<file path="config.mk">
export PLATFORM = sky130hd
export DESIGN_NAME = fetch_decode_unit
export DESIGN_NICKNAME = d
export VERILOG_FILES = /design/src/rtl/fetch_decode_unit.sv
export SDC_FILE = /design/constraint.sdc
export NUM_CORES = 1
export LEC_CHECK = 0
export CORE_MARGIN = 8
export CORE_UTILIZATION = 37
export DETAILED_ROUTE_END_ITERATION = 16
export MAX_ROUTING_LAYER = met4
export PLACE_DENSITY_LB_ADDON = 0.2
export SLEW_MARGIN = 20
export SYNTH_ARGS = -nofsm -noshare
export SYNTH_HDL_FRONTEND = slang
export SYNTH_SLANG_ARGS = --single-unit
</file>
<file path="constraint.sdc">
create_clock -name clk -period 2.2 [get_ports clk]
set_input_delay 0.66 -clock clk [delete_from_list [all_inputs] [get_ports clk]]
set_output_delay 0.66 -clock clk [all_outputs]
set_load 0.01 [all_outputs]
</file>
<file path="src/rtl/fetch_decode_unit.sv">
// Front-end fetch/decode stage: owns the PC, fetches over a req/ack handshake and
// presents registered decoded fields to the immediate extender.
module fetch_decode_unit #(
    parameter logic [7:0] RESET_PC = 8'h00,
    parameter logic [3:0] IMM_OPC  = 4'h4,
    parameter logic [3:0] BEQ_OPC  = 4'hC
) (
    input  logic        clk,
    input  logic        rst_n,
    output logic        imem_req_o,
    output logic [7:0]  imem_addr_o,
    input  logic        imem_ack_i,
    input  logic [15:0] imem_rdata_i,
    input  logic        stall_i,
    input  logic        redirect_valid_i,
    input  logic [7:0]  redirect_target_i,
    output logic        instr_valid_o,
    output logic [7:0]  pc_out_o,
    output logic [3:0]  opcode_o,
    output logic [5:0]  imm_o,
    output logic [7:0]  addr_o,
    output logic        control_o,
    output logic        beq_o
);

    typedef enum logic [1:0] {FETCH, HOLD, DISCARD} state_t;

    state_t     state_q;
    logic [7:0] pc_q;
    logic       req_q;
    logic [7:0] addr_q;
    logic       valid_q;
    logic [7:0] pc_out_q;
    logic [3:0] opcode_q;
    logic [5:0] imm_q;
    logic [7:0] baddr_q;
    logic       control_q;
    logic       beq_q;

    logic       ack_ok;
    logic [7:0] pc_inc_d;
    logic       unused_rdata;

    // An ack is only meaningful while a request is actually outstanding.
    assign ack_ok       = imem_ack_i & req_q;
    assign pc_inc_d     = pc_q + 8'd1;
    assign unused_rdata = ^imem_rdata_i[11:8];

    always_ff @(posedge clk or negedge rst_n) begin
        if (!rst_n) begin
            state_q   <= FETCH;
            pc_q      <= RESET_PC;
            req_q     <= 1'b0;
            addr_q    <= RESET_PC;
            valid_q   <= 1'b0;
            pc_out_q  <= 8'h00;
            opcode_q  <= 4'h0;
            imm_q     <= 6'h00;
            baddr_q   <= 8'h00;
            control_q <= 1'b0;
            beq_q     <= 1'b0;
        end else begin
            case (state_q)
                FETCH: begin
                    if (redirect_valid_i) begin
                        pc_q    <= redirect_target_i;
                        valid_q <= 1'b0;
                        if (req_q && !imem_ack_i) begin
                            // Request in flight: must keep address until it is acked.
                            state_q <= DISCARD;
                        end else begin
                            state_q <= FETCH;
                            req_q   <= 1'b1;
                            addr_q  <= redirect_target_i;
                        end
                    end else if (ack_ok) begin
                        opcode_q  <= imem_rdata_i[15:12];
                        imm_q     <= imem_rdata_i[5:0];
                        baddr_q   <= imem_rdata_i[7:0];
                        control_q <= (imem_rdata_i[15:12] == IMM_OPC);
                        beq_q     <= (imem_rdata_i[15:12] == BEQ_OPC);
                        pc_out_q  <= pc_q;
                        valid_q   <= 1'b1;
                        pc_q      <= pc_inc_d;
                        req_q     <= 1'b0;
                        state_q   <= HOLD;
                    end else begin
                        req_q  <= 1'b1;
                        addr_q <= pc_q;
                    end
                end
                HOLD: begin
                    if (redirect_valid_i) begin
                        pc_q    <= redirect_target_i;
                        valid_q <= 1'b0;
                        req_q   <= 1'b1;
                        addr_q  <= redirect_target_i;
                        state_q <= FETCH;
                    end else if (!stall_i) begin
                        valid_q <= 1'b0;
                        req_q   <= 1'b1;
                        addr_q  <= pc_q;
                        state_q <= FETCH;
                    end
                end
                DISCARD: begin
                    if (redirect_valid_i) pc_q <= redirect_target_i;
                    if (ack_ok) begin
                        state_q <= FETCH;
                        req_q   <= 1'b1;
                        addr_q  <= redirect_valid_i ? redirect_target_i : pc_q;
                    end
                end
                default: state_q <= FETCH;
            endcase
        end
    end

    assign imem_req_o    = req_q;
    assign imem_addr_o   = addr_q;
    assign instr_valid_o = valid_q;
    assign pc_out_o      = pc_out_q;
    assign opcode_o      = opcode_q;
    assign imm_o         = imm_q;
    assign addr_o        = baddr_q;
    assign control_o     = control_q;
    assign beq_o         = beq_q;

endmodule
</file>
== Yosys cells after proc, flatten, opt, wreduce, memory -nomap -nowiden ==
Index checks and enable logic that the tools add are counted.
Widths: inputs -> output; s select.
Word-level totals
  register bits after elaboration: 48
  output and inout bits: 38
  logic and storage cells: 65
  input port bits: 29
Cells by class
  muxes and demuxes: 29
  equal/unequal tests: 9
  bitwise logic cells: 2
  add/sub/neg operators: 1
  reduce and logical (&&, ||, !) cells: 13
Operators with widths (number)
  $mux 8: 9
  $pmux 8 s3: 1
  $pmux 8 s2: 1
  $mux 2: 6
  $ne 3x3->1 const B: 4
  $mux 1: 9
  $reduce_and 3->1: 3
  $add 8x1->8 const B: 1
  $pmux 2 s3: 1
  $reduce_and 5->1: 1
  $eq 4x3->1 const B: 1
  $eq 4x4->1 const B: 1
  $reduce_and 4->1: 1
  $reduce_bool 2->1: 2
  $pmux 1 s3: 1
  $reduce_bool 3->1: 1
  $eq 2x1->1 const B: 1
  $eq 2x2->1 const B: 1
  $logic_not 2->1: 1
  $ne 2x2->1 const B: 1
  $pmux 1 s2: 1
  $reduce_and 2->1: 1
  $reduce_or 2->1: 1
  $and 1x1->1: 1
  3 further kinds: 3

== Logic depth before layout (Yosys ltp) ==
Gate-level depths: netlist (run 1).
  word-level depth: 5
  mapped depth: 8
  gate-level depth less buffers: 6

== Worst setup path before layout (run 1) ==
OpenSTA, ideal clock, no wires.
  path kind: reg-to-reg
  start: register state_q[0]
  end: register pc_q[7]
  arrival time: 1862 ps
  cell stages (with the launch flop): 8
  setup time: 104 ps
  required time: 2096 ps
  path slack: 234 ps
  period minus slack after synthesis: 1966 ps
  path buffers: 1
  path through: dfrtp_1 > inv_1 > ha_1 > buf_4 > or2_4 > or2_4 > or4_1 > o311ai_1
Between the ends
  cells in the longest elaborated chain, start to end: 4
  elaborated cells between the ends (all ways): 8
  classes of those cells: eq/ne: 3; mux: 1; reduce/logical: 4
Ends and longest elaborated chain
  from (decl): line 28  | state_t state_q;
  from (signal assigned): line 51  | state_q <= FETCH;
  from (signal assigned): line 70  | state_q <= DISCARD;
  from (signal assigned): line 72  | state_q <= FETCH;
  $eq 2x2->1 / $eq 2x1->1 (equally long branches): line 63  | case (state_q)
  $reduce_or 2->1 (no line)
  $reduce_bool 2->1 (no line)
  $reduce_and 2->1 (no line)
  to (signal assigned): line 66  | pc_q <= redirect_target_i;
  to (signal assigned): line 84  | pc_q <= pc_inc_d;
  to (signal assigned): line 94  | pc_q <= redirect_target_i;
  to (decl): line 29  | logic [7:0] pc_q;
Several ways; a longest one is shown, not always the timed one.
A chain may end at the register's enable or synchronous reset.

== Worst setup path in the final report (run 1) ==
  start: input port redirect_valid_i
  end: register baddr_q[6], in the netlist addr_o[6]
Between the ends
  cells in the longest elaborated chain, start to end: 2
Ends and longest elaborated chain
  from (decl): line 15  | input logic redirect_valid_i,
  $not 1->1 (no line)
  $reduce_and 3->1 (no line)
  to (signal assigned): line 79  | baddr_q <= imem_rdata_i[7:0];
  to (decl): line 36  | logic [7:0] baddr_q;
Every way passes these cells.

==> results.ini, run 1 <==
[outcome]
status = finished clean

[worst_setup_path]
cp-start-kind = primary input
required_ps = 2380
path_class = in -> reg
path_cells = clkdlybuf4s50_1 > and2b_1 > nand3_2 > buf_4 > mux2_2
r2r_start = state_q[0]
crit_slowest_cell = clkdlybuf4s50_1
cp_max_fo = 13
end_kind = flop
critPathBufInv = 2
cpLargestDelayFamily = buffers and inverters
arrival_ps = 2280
slowest_delay_ps = 570
cp-startpoint = redirect_valid_i

[sta]
skew_ps = 1.56
finalHoldViolCount = 0
fin_crit_ps = 2100
fin_hold_ws_ps = 308
setup_viol = 0
fmax_mhz = 476
slew_headroom_pct = 69.8
drv_slew = 0
post-route-period-util_pct = 95.6
fin_setup_tns_ps = 0
rsz0062_at_grt = no
tightest_slew_ps = 453

[global_route]
grt-ovfl-total = 0
grt_max_degree = 25
antenna_found_initial = 0
grt_pass1_vias = 1694
track_usage_pct = 12.8
grt_first_pass_wirelength_um = 8340

[finish]
area_growth_pct = 42.6
nNetsFinal = 288
n_antenna_cell = 0
n_fill_cell = 504
final_layout_size_suffix_gt1_share_pct = 23.4

[drt]
ant_nets = 0
via_per_inst = 5.04
drt_wl_total_um = 5000
remaining_drc_errors = 0
drt-initial-drc-count = 38
vias = 1652
wl_per_cell_um = 15.2
dr.pass1.iters = 4

[clock_network]
clock_latency_ps = 290
hold_buffers = 0
clkTransAtPathRegs_ps = 80
post_cts_buffers = 0
cts_tree = yes
ctsResizeCount = 0
numCtsBuffers = 5
clk_path_buf_depth = 2
cts.sinks = 42
htreeDepth = 2
clock-root-buffer = clkbuf_8

[logic_synthesis]
yosysTopAreaCellShare_pct = 51.1
synth_edf_count = 0
ys_seq_elements = 42
syn_inst = 181
yosys_warnings = 0
synth_commonest_cells = dfrtp_1, mux2_2, o21ai_0
seq_area_frac_synth_pct = 51.1
synth_cell_types = 42
yosys-top-cells-area = dfrtp_1, mux2_2, o21ai_0
async_flop_share_pct = 100
synth.most_common_cell = dfrtp_1
syn-cell-area_um2 = 2060
synth_area_per_cell_um2 = 11.4
syn_nets = 214
synth_top_flop_cell = dfrtp_1
synth_top_area_cell = dfrtp_1

[pwr]
irDropWorstVdd_mv = 0.746
p_leak_nw = 1.28
power_density_nw_per_um2 = 1460

[die]
die_w_um = 90.6
ios = 67
core-area_um2 = 5440
row_count = 27
initial_core_util_pct = 37.8
die-area_um2 = 8200
fp.dieH_um = 90.6

[job]
drv_cap = 0

[placed_design]
gp_congestion = 0.833
hpwl_um = 3780
portBuffers = 62

[hold_path]
hp-class = in -> async

[report_power, final]
| group | internal (mW) | switching, mW | leakage (nW) |
|---|---|---|---|
| Clock | 0.253 | 0.255 | 0.0482 |
| Combinational | 1.36 | 0.994 | 0.720 |
| Sequential | 1.15 | 0.272 | 0.507 |
[final timing paths]
check                              endpoint  slack, ps  cells after the start
worst max register to register      pc_q[7]        240                      6
max in group asynchronous       opcode_o[0]       1410                      2
worst min-delay path             state_q[1]        310                      1
worst max-delay path              addr_o[6]        100                      5
min in group clk                pc_out_o[6]        480                      2
worst min register to register  pc_out_o[6]        480                      2
[kinds of logic after synthesis]
kind of cell | share of synthesized area [%]
compound gates | 12.7
mux | 16.7
flops | 51.1
fa+ha+maj | 2.43
simple gates | 11.1
buf+inv | 5.90
[flip-flops by register name, summed over array words and instances, names as in the netlist, 2 cells and up]
| name | count |
|---|---|
| addr_o | 3 |
| imem_addr_o | 8 |
| imm_o | 5 |
| opcode_o | 4 |
| pc_out_o | 8 |
| pc_q | 8 |
| state_q | 2 |
[placed cells by master (no fill, tap or decap), types with 3 or more instances in the layout]
master,instances
a21oi_1,7
inv_1,8
nand3_1,3
nor2_1,10
a22o_1,4
o21ai_0,13
buf_4,18
nor3_1,3
mux2i_1,4
clkbuf_8,6
dfrtp_1,42
ha_1,4
nand2_1,10
clkdlybuf4s50_1,61
mux2_2,27
[through the flow]
stage          cell area [um2]  instances  setup WS, ps  util (%)  power, mW
2_1_floorplan             2060        181           234         -       2.70
3_3_place_gp              2830        320          -257      52.0       3.74
3_5_place_dp              2830        320          -244      52.0       3.77
4_1_cts                   2920        328          56.6      53.6       4.32
5_1_grt                   2930        328          12.3      53.9       4.60
6_report                  2930        328          97.0      53.9       4.28
[layer usage]
metal / GRT usage, % / vias to the layer above / wire length, um
met1: 15.3 / 798 / 2320
met4: 3.74 / 0 / 58
met5: - / - / 0
met2: 20.1 / 51 / 2340
li1: - / 795 / -
met3: 3.91 / 8 / 279
[cell type report]
class	count	area (um2)	share of cell area (%)
clock buffer	7	86.3	2.94
clock inverter	1	5.00	0.171
inverter	8	30.0	1.02
multi-input combinational	117	900	30.7
sequential	42	1050	35.8
tap	72	90.1	3.07
timing repair buffer	81	771	26.3
Note: power is estimated with default switching activity, not from simulation.
==> inputs of run 2 (changes only) <==
--- a/config.mk
+++ b/config.mk
@@ -5,11 +5,14 @@
 export SDC_FILE = /design/constraint.sdc
 export NUM_CORES = 1
 export LEC_CHECK = 0
+export ABC_AREA = 1
 export CORE_MARGIN = 8
 export CORE_UTILIZATION = 37
+export CTS_BUF_LIST = sky130_fd_sc_hd__clkbuf_16
 export DETAILED_ROUTE_END_ITERATION = 16
 export MAX_ROUTING_LAYER = met4
 export PLACE_DENSITY_LB_ADDON = 0.2
+export SKIP_LAST_GASP = 1
 export SLEW_MARGIN = 20
 export SYNTH_ARGS = -nofsm -noshare
 export SYNTH_HDL_FRONTEND = slang
==> run 2 against run 1 <==
Net effect:
- sequential power fell by 5%
- cell count rose by 20%
- sequential cell count did not move
- critical path depth fell by 4
- combinational power fell by 7%
- worst setup slack improved by 230 ps
- routed wire length rose by 3.5%
- sequential share of layout area fell by 0.32 points
- hold slack got worse by 7.9 ps
- synthesized area rose by 4.8%
- critical path type is now reg -> out
- largest cell class unchanged
==> results.ini, run 2 <==
[clock_network]
numCtsBuffers = 5  ; unchanged
ctsResizeCount = 0  ; unchanged
htreeDepth = 2  ; unchanged
clock-root-buffer = clkbuf_16  ; was clkbuf_8
clkTransAtPathRegs_ps = 60  ; was 80 ps
clk_path_buf_depth = 2  ; unchanged
hold_buffers = 0  ; unchanged
post_cts_buffers = 0  ; unchanged
cts_tree = yes  ; unchanged
cts.sinks = 42  ; unchanged
clock_latency_ps = 280  ; was 290 ps

[global_route]
grt_max_degree = 18  ; was 25
track_usage_pct = 13.0  ; was 12.8%
grt_pass1_vias = 1778  ; was 1694
grt-ovfl-total = 0  ; unchanged
antenna_found_initial = 0  ; unchanged
grt_first_pass_wirelength_um = 8660  ; was 8340 um

[placed_design]
dp.cells = 387  ; was 320
gp_congestion = 0.853  ; was 0.833
dp_slack_ps = 76.3  ; was -244 ps
portBuffers = 62  ; unchanged
placed_cell_area_um2 = 2820  ; was 2830 um2
hpwl_um = 4130  ; was 3780 um

[finish]
area_growth_pct = 37.3  ; was 42.6%
final_common_cell = nand2_1  ; was clkdlybuf4s50_1
stdcell_count = 395  ; was 328
n_antenna_cell = 0  ; unchanged
n_fill_cell = 559  ; was 504
final_layout_size_suffix_gt1_share_pct = 13.8  ; was 23.4%
fin_area_um2 = 2960  ; was 2930 um2
nNetsFinal = 352  ; was 288
final_cell_mix = nand2_1, clkdlybuf4s50_1, dfrtp_1  ; was clkdlybuf4s50_1, dfrtp_1, mux2_2

[die]
initial_core_util_pct = 37.3  ; was 37.8%
row_count = 28  ; was 27
fp.dieH_um = 92.3  ; was 90.6 um
die_w_um = 92.3  ; was 90.6 um
ios = 67  ; unchanged
die-area_um2 = 8520  ; was 8200 um2
core-area_um2 = 5780  ; was 5440 um2

[logic_synthesis]
yosys_warnings = 0  ; unchanged
synth_top_area_cell = dfrtp_1  ; unchanged
synth_cell_types = 31  ; was 42
seq_area_frac_synth_pct = 48.8  ; was 51.1%
ys_seq_elements = 42  ; unchanged
synth_edf_count = 0  ; unchanged
synth_commonest_cells = nand2_1, dfrtp_1, inv_1, o21ai_0, nand3_1  ; was dfrtp_1, mux2_2, o21ai_0
syn-cell-area_um2 = 2160  ; was 2060 um2
syn_nets = 288  ; was 214
async_flop_share_pct = 100  ; unchanged
synth.most_common_cell = nand2_1  ; was dfrtp_1
yosysTopAreaCellShare_pct = 48.8  ; was 51.1%
syn_inst = 255  ; was 181
synth_top_flop_cell = dfrtp_1  ; unchanged
yosys-top-cells-area = dfrtp_1, nand2_1, o21ai_0  ; was dfrtp_1, mux2_2, o21ai_0
synth_area_per_cell_um2 = 8.45  ; was 11.4 um2

[sta]
fin_setup_tns_ps = 0  ; unchanged
tightest_slew_ps = 392  ; was 453 ps
finalHoldViolCount = 0  ; unchanged
setup_viol = 0  ; unchanged
drv_slew = 0  ; unchanged
rsz0062_at_grt = no  ; unchanged
fin_hold_ws_ps = 300  ; was 308 ps
skew_ps = 3.77  ; was 1.56 ps
fin_crit_ps = 1880  ; was 2100 ps
fin_ws_ps = 323  ; was 97.0 ps
post-route-period-util_pct = 85.3  ; was 95.6%
slew_headroom_pct = 73.8  ; was 69.8%
fmax_mhz = 533  ; was 476 MHz

[pwr]
p_leak_nw = 1.41  ; was 1.28 nW
switchingPower_mw = 1.66  ; was 1.52 mW
p_seq_share_pct = 31.8  ; was 33.2%
intPower_mw = 2.57  ; was 2.76 mW
power_density_nw_per_um2 = 1430  ; was 1460 nW/um2
irDropWorstVdd_mv = 0.482  ; was 0.746 mV
p_comb_share_pct = 51.6  ; was 54.9%
swShare_pct = 39.2  ; was 35.6%
clockPowerShare_pct = 16.5  ; was 11.9%

[drt]
drt_wl_total_um = 5180  ; was 5000 um
remaining_drc_errors = 0  ; unchanged
via_per_inst = 4.50  ; was 5.04
wl_per_cell_um = 13.1  ; was 15.2 um
vias = 1778  ; was 1652
ant_nets = 0  ; unchanged
drt-initial-drc-count = 118  ; was 38
dr.pass1.iters = 5  ; was 4

[worst_setup_path]
path_class = reg -> out  ; was in -> reg
crit_slowest_cell = clkdlybuf4s50_1  ; unchanged
critPathBufInv = 1  ; was 2
end_kind = output pin  ; was flop
arrival_ps = 1220  ; was 2280 ps
cp_max_fo = 4  ; was 13
path_cells = clkdlybuf4s50_1  ; was clkdlybuf4s50_1 > and2b_1 > nand3_2 > buf_4 > mux2_2
required_ps = 1540  ; was 2380 ps
cp-start-kind = flop  ; was primary input
cpLargestDelayFamily = buffers and inverters  ; unchanged
slowest_delay_ps = 560  ; was 570 ps

[outcome]
status = finished clean  ; unchanged

[hold_path]
hp-class = in -> async  ; unchanged

[job]
drv_cap = 0  ; unchanged

## run 2: metal layers
metal / GRT usage (%) / part of all wire (%) / vias to the layer above
met4: 4.30 / 0.97 / 0
met5: - / 0 / -
met3: 3.72 / 5.1 / 4
li1: - / - / 937
met1: 16.2 / 48 / 798
met2: 19.7 / 46 / 39
## run 2: worst paths after layout
| check | startpoint | end | slack [ps] | depth (start not counted) |
|---|---|---|---|---|
| min in group clk | opcode_o[1] | opcode_o[1] | 480 | 2 |
| max in group asynchronous | rst_n | imm_o[1] | 1360 | 2 |
| worst min register to register | opcode_o[1] | opcode_o[1] | 480 | 2 |
| worst max register to register | state_q[0] | pc_q[7] | 550 | 10 |
| worst min-delay path | rst_n | pc_q[7] | 300 | 1 |
| worst max-delay path | imem_req_o | imem_req_o | 320 | 1 |
## run 2: cell families after synthesis
| group | share of synthesized area, % |
|---|---|
| compound gates | 11.9 |
| fa+ha+maj | 2.32 |
| buf+inv | 10.4 |
| flops | 48.8 |
| simple gates | 26.6 |
## run 2: stage by stage
stage               util [%]  total power, mW
floorplan                  -             2.66
global placement        48.7             3.55
detailed placement      48.7             3.59
CTS                     51.2             4.30
global route            51.2             4.61
finish                  51.2             4.23
## run 2: power by group through the flow
stage / Sequential, mW / Combinational (mW) / Clock, mW
2_1_floorplan: 1.46 / 1.20 / 0
3_3_place_gp: 1.35 / 2.20 / 0
3_5_place_dp: 1.36 / 2.23 / 0
4_1_cts: 1.35 / 2.23 / 0.721
5_1_grt: 1.40 / 2.45 / 0.757
6_report: 1.35 / 2.19 / 0.700
## run 2: layout make-up
type / count / area (um2) / share of cell area (%)
timing repair buffer: 71 / 696 / 23.5
inverter: 25 / 96.3 / 3.26
clock inverter: 3 / 16.3 / 0.550
multi-input combinational: 174 / 881 / 29.8
clock buffer: 5 / 125 / 4.23
sequential: 42 / 1050 / 35.5
tap: 75 / 93.8 / 3.17
